<file path="config.mk">
export PLATFORM = sky130hd
export DESIGN_NAME = operational_unit_flat
export DESIGN_NICKNAME = d
export VERILOG_FILES = /design/src/rtl/cu_pkg.sv /design/src/rtl/operational_unit_if.sv /design/src/rtl/datapath_alu.sv /design/src/rtl/operational_unit.sv /design/src/flat_wrapper.sv
export SDC_FILE = /design/constraint.sdc
export NUM_CORES = 1
export LEC_CHECK = 0
export CELL_PAD_IN_SITES_DETAIL_PLACEMENT = 1
export CELL_PAD_IN_SITES_GLOBAL_PLACEMENT = 2
export CORE_MARGIN = 2
export CORE_UTILIZATION = 39
export DETAILED_ROUTE_END_ITERATION = 16
export PLACE_DENSITY_LB_ADDON = 0.1
export SLEW_MARGIN = 20
export SYNTH_ARGS = -nofsm -noshare
export SYNTH_HDL_FRONTEND = slang
export SYNTH_HIERARCHICAL = 1
export SYNTH_SLANG_ARGS = --single-unit
</file>
<file path="constraint.sdc">
create_clock -name clock -period 8.2 [get_ports clock]
set_clock_uncertainty 0.15 [all_clocks]
set_input_delay 1.23 -clock clock [delete_from_list [all_inputs] [get_ports clock]]
set_output_delay 1.23 -clock clock [all_outputs]
set_load 0.01 [all_outputs]
</file>
<file path="src/rtl/cu_pkg.sv">
// Shared definitions for the operational unit: control-word layout and ALU opcodes.
package cu_pkg;

  localparam int CW_WIDTH = 32'd17;

  // Control-word field positions
  localparam int CW_ALU_OP_HI = 32'd16;
  localparam int CW_ALU_OP_LO = 32'd14;
  localparam int CW_DST_HI    = 32'd13;
  localparam int CW_DST_LO    = 32'd12;
  localparam int CW_SRC_A_HI  = 32'd11;
  localparam int CW_SRC_A_LO  = 32'd10;
  localparam int CW_SRC_B_HI  = 32'd9;
  localparam int CW_SRC_B_LO  = 32'd8;
  localparam int CW_REG_WE    = 32'd7;
  localparam int CW_FLAG_WE   = 32'd6;
  localparam int CW_IMM_SEL   = 32'd5;
  localparam int CW_LOAD      = 32'd4;
  localparam int CW_STORE     = 32'd3;
  localparam int CW_IMM_HI    = 32'd2;
  localparam int CW_IMM_LO    = 32'd0;

  localparam logic [2:0] ALU_PASS = 3'b000;
  localparam logic [2:0] ALU_ADD  = 3'b001;
  localparam logic [2:0] ALU_SUB  = 3'b010;
  localparam logic [2:0] ALU_AND  = 3'b011;
  localparam logic [2:0] ALU_OR   = 3'b100;
  localparam logic [2:0] ALU_XOR  = 3'b101;
  localparam logic [2:0] ALU_SHL  = 3'b110;
  localparam logic [2:0] ALU_SHR  = 3'b111;

endpackage

</file>
<file path="src/rtl/operational_unit_if.sv">
// Bus between the control unit (master) and the operational unit (slave).
interface operational_unit_if #(
  parameter int DATA_WIDTH = 8
);
  import cu_pkg::*;

  logic [CW_WIDTH-1:0]   control_bus;
  logic [DATA_WIDTH-1:0] data_in;
  logic [DATA_WIDTH-1:0] data_out;
  logic                  out_strobe;
  logic                  carry_flag;
  logic                  zero_flag;

  modport master (
    output control_bus, data_in,
    input  data_out, out_strobe, carry_flag, zero_flag
  );

  modport slave (
    input  control_bus, data_in,
    output data_out, out_strobe, carry_flag, zero_flag
  );

endinterface

</file>
<file path="src/rtl/datapath_alu.sv">
// Combinational ALU; arithmetic is one bit wider than the data so the top bit is carry/borrow.
module datapath_alu import cu_pkg::*; #(
  parameter int DATA_WIDTH = 8
) (
  input  logic [DATA_WIDTH-1:0] a,
  input  logic [DATA_WIDTH-1:0] b,
  input  logic [2:0]            op,
  input  logic                  cin,
  output logic [DATA_WIDTH-1:0] r,
  output logic                  c
);

  logic [DATA_WIDTH:0] wide_s;
  logic [DATA_WIDTH:0] cin_ext_s;

  assign cin_ext_s = {{DATA_WIDTH{1'b0}}, cin};

  // Opcode decode; for SUB the wrapped top bit is the borrow
  always_comb begin
    wide_s = {(DATA_WIDTH + 1){1'b0}};
    case (op)
      ALU_PASS: wide_s = {1'b0, a};
      ALU_ADD:  wide_s = {1'b0, a} + {1'b0, b} + cin_ext_s;
      ALU_SUB:  wide_s = {1'b0, a} - {1'b0, b} - cin_ext_s;
      ALU_AND:  wide_s = {1'b0, a & b};
      ALU_OR:   wide_s = {1'b0, a | b};
      ALU_XOR:  wide_s = {1'b0, a ^ b};
      ALU_SHL:  wide_s = {a, 1'b0};
      ALU_SHR:  wide_s = {a[0], 1'b0, a[DATA_WIDTH-1:1]};
      default:  wide_s = {(DATA_WIDTH + 1){1'b0}};
    endcase
  end

  assign r = wide_s[DATA_WIDTH-1:0];
  assign c = wide_s[DATA_WIDTH];

endmodule

</file>
<file path="src/rtl/operational_unit.sv">
// Microcoded datapath: 4-entry register file, ALU, flags and store latch.
// Optional OPERATIONAL_UNIT_CARRY_CHAIN_EN feeds carry_flag into ADD/SUB as carry-in.
module operational_unit import cu_pkg::*; #(
  parameter int DATA_WIDTH = 8
) (
  input  logic               clock,
  input  logic               reset,
  operational_unit_if.slave  bus
);

  logic [DATA_WIDTH-1:0] regs_r [4];
  logic [DATA_WIDTH-1:0] data_out_r;
  logic                  out_strobe_r;
  logic                  carry_flag_r;
  logic                  zero_flag_r;

  logic [2:0]            alu_op_s;
  logic [1:0]            dst_s;
  logic [1:0]            src_a_s;
  logic [1:0]            src_b_s;
  logic                  reg_we_s;
  logic                  flag_we_s;
  logic                  imm_sel_s;
  logic                  load_s;
  logic                  store_s;
  logic [2:0]            imm_s;

  logic [DATA_WIDTH-1:0] operand_a_s;
  logic [DATA_WIDTH-1:0] operand_b_s;
  logic [DATA_WIDTH-1:0] alu_r_s;
  logic                  alu_c_s;
  logic                  cin_s;
  logic [DATA_WIDTH-1:0] write_data_s;

  assign alu_op_s  = bus.control_bus[CW_ALU_OP_HI:CW_ALU_OP_LO];
  assign dst_s     = bus.control_bus[CW_DST_HI:CW_DST_LO];
  assign src_a_s   = bus.control_bus[CW_SRC_A_HI:CW_SRC_A_LO];
  assign src_b_s   = bus.control_bus[CW_SRC_B_HI:CW_SRC_B_LO];
  assign reg_we_s  = bus.control_bus[CW_REG_WE];
  assign flag_we_s = bus.control_bus[CW_FLAG_WE];
  assign imm_sel_s = bus.control_bus[CW_IMM_SEL];
  assign load_s    = bus.control_bus[CW_LOAD];
  assign store_s   = bus.control_bus[CW_STORE];
  assign imm_s     = bus.control_bus[CW_IMM_HI:CW_IMM_LO];

`ifdef OPERATIONAL_UNIT_CARRY_CHAIN_EN
  assign cin_s = carry_flag_r;
`else
  assign cin_s = 1'b0;
`endif

  // Operand and write-back selection from pre-edge register values
  always_comb begin
    operand_a_s  = regs_r[src_a_s];
    operand_b_s  = regs_r[src_b_s];
    write_data_s = alu_r_s;
    if (imm_sel_s) begin
      operand_b_s = {{(DATA_WIDTH - 3){1'b0}}, imm_s};
    end else begin
      operand_b_s = regs_r[src_b_s];
    end
    if (load_s) begin
      write_data_s = bus.data_in;
    end else begin
      write_data_s = alu_r_s;
    end
  end

  datapath_alu #(.DATA_WIDTH(DATA_WIDTH)) u_alu (
    .a   (operand_a_s),
    .b   (operand_b_s),
    .op  (alu_op_s),
    .cin (cin_s),
    .r   (alu_r_s),
    .c   (alu_c_s)
  );

  // Register file write port
  always_ff @(posedge clock or posedge reset) begin
    if (reset) begin
      regs_r[0] <= {DATA_WIDTH{1'b0}};
      regs_r[1] <= {DATA_WIDTH{1'b0}};
      regs_r[2] <= {DATA_WIDTH{1'b0}};
      regs_r[3] <= {DATA_WIDTH{1'b0}};
    end else if (reg_we_s) begin
      regs_r[dst_s] <= write_data_s;
    end
  end

  // Flags always reflect the ALU, even when the register write takes data_in
  always_ff @(posedge clock or posedge reset) begin
    if (reset) begin
      carry_flag_r <= 1'b0;
      zero_flag_r  <= 1'b0;
    end else if (flag_we_s) begin
      carry_flag_r <= alu_c_s;
      zero_flag_r  <= (alu_r_s == {DATA_WIDTH{1'b0}});
    end
  end

  // Store latch samples the old register value, so a same-cycle write is not seen
  always_ff @(posedge clock or posedge reset) begin
    if (reset) begin
      data_out_r   <= {DATA_WIDTH{1'b0}};
      out_strobe_r <= 1'b0;
    end else begin
      out_strobe_r <= store_s;
      if (store_s) begin
        data_out_r <= operand_a_s;
      end
    end
  end

  assign bus.data_out   = data_out_r;
  assign bus.out_strobe = out_strobe_r;
  assign bus.carry_flag = carry_flag_r;
  assign bus.zero_flag  = zero_flag_r;

endmodule
</file>
<file path="src/flat_wrapper.sv">
// flat-port wrapper written by rule: the top's interface ports become plain ports
module operational_unit_flat import cu_pkg::*;
#(
  parameter int DATA_WIDTH = 8
)
  (clock, reset, bus_control_bus, bus_data_in, bus_data_out, bus_out_strobe, bus_carry_flag, bus_zero_flag);
  operational_unit_if #(.DATA_WIDTH(DATA_WIDTH)) bus_i ();
  input  logic clock;
  input  logic reset;
  input wire logic [$bits(bus_i.control_bus)-1:0] bus_control_bus;
  input wire logic [$bits(bus_i.data_in)-1:0] bus_data_in;
  output wire logic [$bits(bus_i.data_out)-1:0] bus_data_out;
  output wire logic [$bits(bus_i.out_strobe)-1:0] bus_out_strobe;
  output wire logic [$bits(bus_i.carry_flag)-1:0] bus_carry_flag;
  output wire logic [$bits(bus_i.zero_flag)-1:0] bus_zero_flag;
  assign bus_i.control_bus = bus_control_bus;
  assign bus_i.data_in = bus_data_in;
  assign bus_data_out = bus_i.data_out;
  assign bus_out_strobe = bus_i.out_strobe;
  assign bus_carry_flag = bus_i.carry_flag;
  assign bus_zero_flag = bus_i.zero_flag;
  operational_unit #(.DATA_WIDTH(DATA_WIDTH)) u_core (.clock(clock), .reset(reset), .bus(bus_i));
endmodule
</file>
==> results of run 1 <==
layer usage:
metal,up-vias,GRT usage,wire [µm]
li1,1496,-,-
met1,1579,0.299,5030
met2,52,0.378,5240
met3,13,0.0178,270
met4,0,0.0585,187
met5,-,0,0
placed cells by master (no fill, tap or decap), types with 8 or more instances in the layout:
| master | n |
|---|---|
| a211oi_1 | 9 |
| a21oi_1 | 24 |
| a22oi_1 | 11 |
| ha_1 | 28 |
| inv_1 | 39 |
| mux2i_1 | 13 |
| mux2_2 | 24 |
| o21ai_0 | 37 |
| clkdlybuf4s50_1 | 36 |
| nand2_1 | 36 |
| dfrtp_1 | 43 |
| nor2_1 | 25 |
| nor2b_1 | 8 |
sequential cells by signal, summed over array words and instances (netlist names):
signal and flops:
u_core/bus.data_out 8, u_core/bus.carry_flag 1, u_core/regs_r 32, u_core/bus.out_strobe 1
u_core/bus.zero_flag 1
Yosys cell counts (9+ instances only):
cell and instances:
a211oi_1 9, a21oi_1 24, a22oi_1 11, buf_2 9, dfrtp_1 43, ha_1 28, inv_1 40, mux2_2 24
mux2i_1 13, nand2_1 36, nor2_1 25, o21ai_0 37
logic make-up (layout without fill, tap and decap cells):
kind of cell	count (synthesis)	after routing	synth area share
compound gates	119	119	0.204
xor+xnor	10	10	0.0232
fa+ha+maj	32	32	0.114
buf+inv	63	87	0.0807
flops	43	43	0.286
mux	47	47	0.165
other cells	1	2	0.000995
simple gates	95	95	0.126
worst max-delay path: stages:
cell	delay (ns)
clkdlybuf4s50_1	0.99
mux2_2	0.43
mux2_2	0.36
fa_1	0.49
fa_1	0.44
o21a_4	0.26
nor4_4	0.17
nor2_1	0.09
xor2_1	0.15
a221o_1	0.30
a2bb2oi_1	0.16
nor4_1	0.31
nand4b_1	0.13
o21ai_0	0.08
report_power, final:
group          total (mW)  internal (mW)  switching, mW
clock               0.126         0.0569         0.0688
combinational       0.563          0.256          0.306
sequential          0.295          0.260         0.0346
stage by stage:
| step | total power [mW] | hold WS, ns | std cells | worst slack (ns) |
|---|---|---|---|---|
| global route | 1.07 | 0.388 | 564 | 2.29 |
| global placement | 0.843 | 0.329 | 558 | 2.43 |
| floorplan | 0.707 | 0.308 | 411 | 3.48 |
| CTS | 0.988 | 0.362 | 564 | 2.67 |
| detailed placement | 0.859 | 0.342 | 558 | 2.34 |
| finish | 0.983 | 0.362 | 564 | 2.68 |
path summary, 6_finish.rpt:
| kind | cells past startpoint | end | slack (ns) | start |
|---|---|---|---|---|
| max | 14 | u_core/bus.zero_flag$_DFFE_PP0P_ | 2.68 | bus_control_bus[11] |
| min | 2 | u_core/regs_r[5]$_DFFE_PP0P_ | 0.36 | u_core/regs_r[5]$_DFFE_PP0P_ |
| max reg2reg | 15 | u_core/bus.zero_flag$_DFFE_PP0P_ | 4.26 | u_core/regs_r[8]$_DFFE_PP0P_ |
| min reg2reg | 2 | u_core/regs_r[5]$_DFFE_PP0P_ | 0.36 | u_core/regs_r[5]$_DFFE_PP0P_ |
| max in group asynchronous | 3 | u_core/regs_r[0]$_DFFE_PP0P_ | 6.28 | reset |
| min in group asynchronous | 3 | u_core/bus.data_out[7]$_DFFE_PP0P_ | 1.22 | reset |
cell type report:
cell class | instances | area (µm²) | share of cell area
tap | 129 | 161 | 0.0380
sequential | 43 | 1080 | 0.253
clock buffer | 6 | 72.6 | 0.0171
timing repair buffer | 40 | 388 | 0.0913
multi-input combinational | 305 | 2400 | 0.564
inverter | 41 | 154 | 0.0362
==> results.py, run 1 <==
metrics = {
    "synthesis": {
        "synth_area_per_cell_um2": 9.19,
        "synth_warnings": 6,
        "yosysTopAreaCell": "dfrtp_1",
        "syn_area_um2": 3770,
        "synth-seq-area-share": 0.286,
        "netlist.area_leader.share": 0.286,
        "synth-seq-cells": 43,
        "synth_area_leaders": "dfrtp_1 29%, ha_1 9.3%, mux2_2 7.2%",
        "synth_edf_count": 0,
        "synthCells": 410,
        "synth_cell_types": 59,
        "synthFlopType": "dfrtp_1",
        "async_reset_ff_frac": 1.00,
    },
    "worst_setup_path": {
        "crit_fanout": 16,
        "criticalPathCategory": "input pin to flop",
        "worstSetupStartpointType": "input pin",
        "worst-endpoint-required_ns": 8.27,
        "cp_data_arrival_time_ns": 5.58,
        "worst_setup_path_end_kind": "flop",
    },
    "global_route": {
        "grt_pass1_wl_um": 17600,
        "antenna_found_initial": 0,
        "grt_pass1_vias": 3301,
        "grt.total_usage": 0.219,
        "grt_start_max_net_pins": 44,
        "grt-ovfl-total": 0,
    },
    "cells_and_area": {
        "num_antenna_cells": 0,
        "fin_area_um2": 4250,
        "drive_above_1_share": 0.110,
        "fill_cells": 1117,
        "final_nets": 495,
        "synthToLayoutAreaGrowth_pct": 12.8,
        "finish.utilization": 0.456,
    },
    "power": {
        "power_density_nw_per_um2": 231,
        "power.static_leakage_nw": 1.84,
        "irDropWorstVdd_mv": 0.112,
    },
    "clock_tree": {
        "clk_pin_slew_ns": 0.08,
        "cts.sinks": 43,
        "cts.path.max_buffers": 2,
        "cts_setup_buffers": 0,
        "cts_tree": "built",
        "clockRootBuffer": "clkbuf_8",
        "clk-insertion-delay-late_ns": 0.29,
        "htree_num_levels": 2,
        "cts_resized": 0,
        "cts-hold-fix-buffers": 0,
        "cts_buffers": 5,
    },
    "job": {
        "maxCapViolations": 0,
    },
    "hold_path": {
        "worstHoldPathType": "flop to flop",
    },
    "floorplanning": {
        "ios": 38,
        "rows": 35,
        "initial_core_util": 0.404,
        "die_h_um": 102,
        "coreArea_um2": 9330,
        "dieArea_um2": 10500,
        "die_w_um": 102,
    },
    "placed_design": {
        "placed_cell_area_um2": 4180,
        "place_hpwl_um": 8340,
        "numPortBuffers": 37,
        "gp_congestion": 0.884,
    },
    "sta": {
        "finalHoldViolCount": 0,
        "period_needed_ns": 5.52,
        "drv_slew": 0,
        "fmax_ghz": 0.181,
        "setup_viol": 0,
        "setup_tns_ns": 0,
        "rsz0062_at_grt": "no",
        "slew_headroom": 0.421,
        "tightest_slew_ns": 0.862,
        "period_share": 0.673,
    },
    "route": {
        "drt_wl_total_um": 10700,
        "dr_total_vias": 3140,
        "wl_per_cell_um": 19.0,
        "antenna_left": 0,
        "drcViolationCount": 0,
        "drt_iter0_markers": 69,
        "avgViaCountPerCell": 5.57,
        "drt_pre_antenna_iters": 4,
    },
    "outcome": {
        "outcome": "finished, final reports clean",
    },
}
(Power assumes the default switching activity.)
==> run 2, diff against run 1 <==
--- a/config.mk
+++ b/config.mk
@@ -8,7 +8,7 @@
 export CELL_PAD_IN_SITES_DETAIL_PLACEMENT = 1
 export CELL_PAD_IN_SITES_GLOBAL_PLACEMENT = 2
 export CORE_MARGIN = 2
-export CORE_UTILIZATION = 39
+export CORE_UTILIZATION = 33
 export DETAILED_ROUTE_END_ITERATION = 16
 export PLACE_DENSITY_LB_ADDON = 0.1
 export SLEW_MARGIN = 20
==> constraint.sdc (replaced) <==
create_clock -name clock -period 4.64 [get_ports clock]
set_clock_uncertainty 0.15 [all_clocks]
set_input_delay 0.696 -clock clock [delete_from_list [all_inputs] [get_ports clock]]
set_output_delay 0.696 -clock clock [all_outputs]
set_load 0.01 [all_outputs]
==> run 2 against run 1 <==
Critical path depth grew 2. Clock power grew to 3.2 times the previous value. Sequential power grew 76%. Core utilization shrank 3.3 points. Critical path type unchanged. Combinational power grew 110%. Cell count grew 12%. Largest power group unchanged. Design area grew 12%. Setup slack lost 2.4 ns. Routed wire length grew 11%.
==> results.py, run 2 (synthesized netlist as in run 1, its figures left out) <==
metrics = {
    "outcome": {
        "outcome": "finished, final reports clean",
    },
    "global_route": {
        "grt_pass1_vias": 3588,
        "antenna_found_initial": 0,
        "grt.total_usage": 0.199,
        "grt_start_max_net_pins": 24,
        "grt-ovfl-total": 0,
        "grt_pass1_wl_um": 19500,
    },
    "placed_design": {
        "placed_cell_area_um2": 4560,
        "numPortBuffers": 37,
        "gp_congestion": 0.822,
        "place_hpwl_um": 9580,
    },
    "sta": {
        "slew_headroom": 0.367,
        "setup_tns_ns": 0,
        "period_needed_ns": 4.37,
        "rsz0062_at_grt": "no",
        "setup_viol": 0,
        "tightest_slew_ns": 0.943,
        "period_share": 0.941,
        "finalHoldViolCount": 0,
        "fmax_ghz": 0.229,
        "drv_slew": 0,
    },
    "hold_path": {
        "worstHoldPathType": "flop to flop",
    },
    "route": {
        "drt_iter0_markers": 125,
        "drt_wl_total_um": 11900,
        "wl_per_cell_um": 18.9,
        "drcViolationCount": 0,
        "dr_total_vias": 3246,
        "drt_pre_antenna_iters": 4,
        "avgViaCountPerCell": 5.16,
        "antenna_left": 0,
    },
    "cells_and_area": {
        "largest_register": "u_core/regs_r",
        "num_antenna_cells": 0,
        "final_nets": 544,
        "largest_reg_flops": 32,
        "layout_commonest_cell": "buf_4",
        "fin_area_um2": 4770,
        "drive_above_1_share": 0.212,
        "layout_common_cells": "51 x buf_4, 43 x dfrtp_1, 40 x inv_1",
        "synthToLayoutAreaGrowth_pct": 26.5,
    },
    "worst_setup_path": {
        "cp_top_family": "buffers and inverters",
        "worstSetupStartpointType": "input pin",
        "slowest_stage": "clkdlybuf4s50_1",
        "max_stage_delay_ns": 0.62,
        "crit_fanout": 7,
        "cp_cell_sequence": "clkdlybuf4s50_1 -> buf_4 -> mux4_1 -> nor2b_1 -> inv_1 -> ha_1 -> ha_1 -> o21a_4 -> nor4_4 -> nor2_1 -> xor2_1 -> a221o_1 -> a2bb2oi_2 -> mux2i_1 -> buf_4 -> o21ai_0",
        "cp_data_arrival_time_ns": 4.36,
        "path_buf_inv": 4,
        "worst-endpoint-required_ns": 4.63,
        "criticalPathCategory": "input pin to flop",
        "worst_setup_path_end_kind": "flop",
    },
    "power": {
        "intPower_mw": 1.30,
        "power.static_leakage_nw": 2.14,
        "clkPwrFrac": 0.194,
        "p_sw_frac": 0.382,
        "power_density_nw_per_um2": 442,
        "p_seq_frac": 0.247,
        "p_comb_frac": 0.559,
        "irDropWorstVdd_mv": 0.206,
        "switchingPower_uw": 805,
        "power.total_mw": 2.11,
    },
    "clock_tree": {
        "cts.sinks": 43,
        "clk_pin_slew_ns": 0.06,
        "clk-insertion-delay-late_ns": 0.29,
        "cts_tree": "built",
        "cts_resized": 0,
        "clockRootBuffer": "clkbuf_16",
        "cts-hold-fix-buffers": 0,
        "cts_buffers": 5,
        "cts.path.max_buffers": 2,
        "htree_num_levels": 2,
        "cts_setup_buffers": 0,
    },
    "floorplanning": {
        "coreArea_um2": 11300,
        "rows": 39,
        "initial_core_util": 0.334,
        "die_w_um": 111,
        "die_h_um": 111,
        "dieArea_um2": 12300,
        "ios": 38,
    },
    "job": {
        "maxCapViolations": 0,
    },
}
run 2: cell types whose count changed in the layout (fill, tap and decap cells not counted), sizes merged:
cell,previous run,this run
dlymetal6s2s,0,1
buf,4,52
bufinv,0,1
clkbuf,6,5
inv,40,41
clkinv,1,2
run 2: per-layer routing:
metal  share of wire  GRT usage  vias to the layer above
li1                -          -                     1600
met1            0.46      0.256                     1594
met2            0.50      0.350                       36
met3           0.015     0.0186                       16
met4           0.026     0.0683                        0
met5               0          0                        -
run 2: cell type report:
class	count	area, µm²
clock buffers	5	125
clock inverters	3	43.8
fillers	1315	6500
inverters	41	154
multi-input cells	305	2420
flip-flops and latches	43	1080
well taps	143	179
repair buffers	89	767
run 2: metrics by stage:
step	util	setup slack (ns)	instances	hold slack, ns
3_3_place_gp	0.405	-0.0194	621	0.325
6_report	0.423	0.273	629	0.343
4_1_cts	0.420	0.162	629	0.350
5_1_grt	0.423	0.0281	629	0.383
2_1_floorplan	-	0.449	411	0.308
3_5_place_dp	0.405	-0.110	621	0.337
run 2: path summary, 6_finish.rpt:
kind	start	end	slack, ns	depth (start not counted)
min in group asynchronous	reset	u_core/bus.data_out[5]$_DFFE_PP0P_	0.73	2
worst max register to register	u_core/regs_r[0]$_DFFE_PP0P_	u_core/regs_r[14]$_DFFE_PP0P_	0.91	13
worst max-delay path	bus_control_bus[8]	u_core/regs_r[14]$_DFFE_PP0P_	0.27	16
max in group asynchronous	reset	u_core/regs_r[0]$_DFFE_PP0P_	2.78	3
worst min register to register	u_core/regs_r[10]$_DFFE_PP0P_	u_core/regs_r[10]$_DFFE_PP0P_	0.34	2
worst min-delay path	u_core/regs_r[10]$_DFFE_PP0P_	u_core/regs_r[10]$_DFFE_PP0P_	0.34	2
run 2: power groups by stage:
stage	clock, mW	sequential, mW	combinational, mW
floorplan	0	0.518	0.732
global placement	0	0.524	1.15
detailed placement	0	0.528	1.17
CTS	0.415	0.521	1.18
global route	0.432	0.533	1.30
finish	0.409	0.520	1.18
run 2: tightest hold or removal path, stage by stage, from the launching register on:
cell	delay (ns)
dfrtp_1	0.35
nand2_1	0.05
o21ai_0	0.06
==> run 3, diff against run 2 <==
--- a/config.mk
+++ b/config.mk
@@ -10,6 +10,7 @@
 export CORE_MARGIN = 2
 export CORE_UTILIZATION = 33
 export DETAILED_ROUTE_END_ITERATION = 16
+export HOLD_SLACK_MARGIN = 0.12
 export PLACE_DENSITY_LB_ADDON = 0.1
 export SLEW_MARGIN = 20
 export SYNTH_ARGS = -nofsm -noshare
==> results of run 3 <==
Final layout, timing and power as in run 2 (identical DEF).
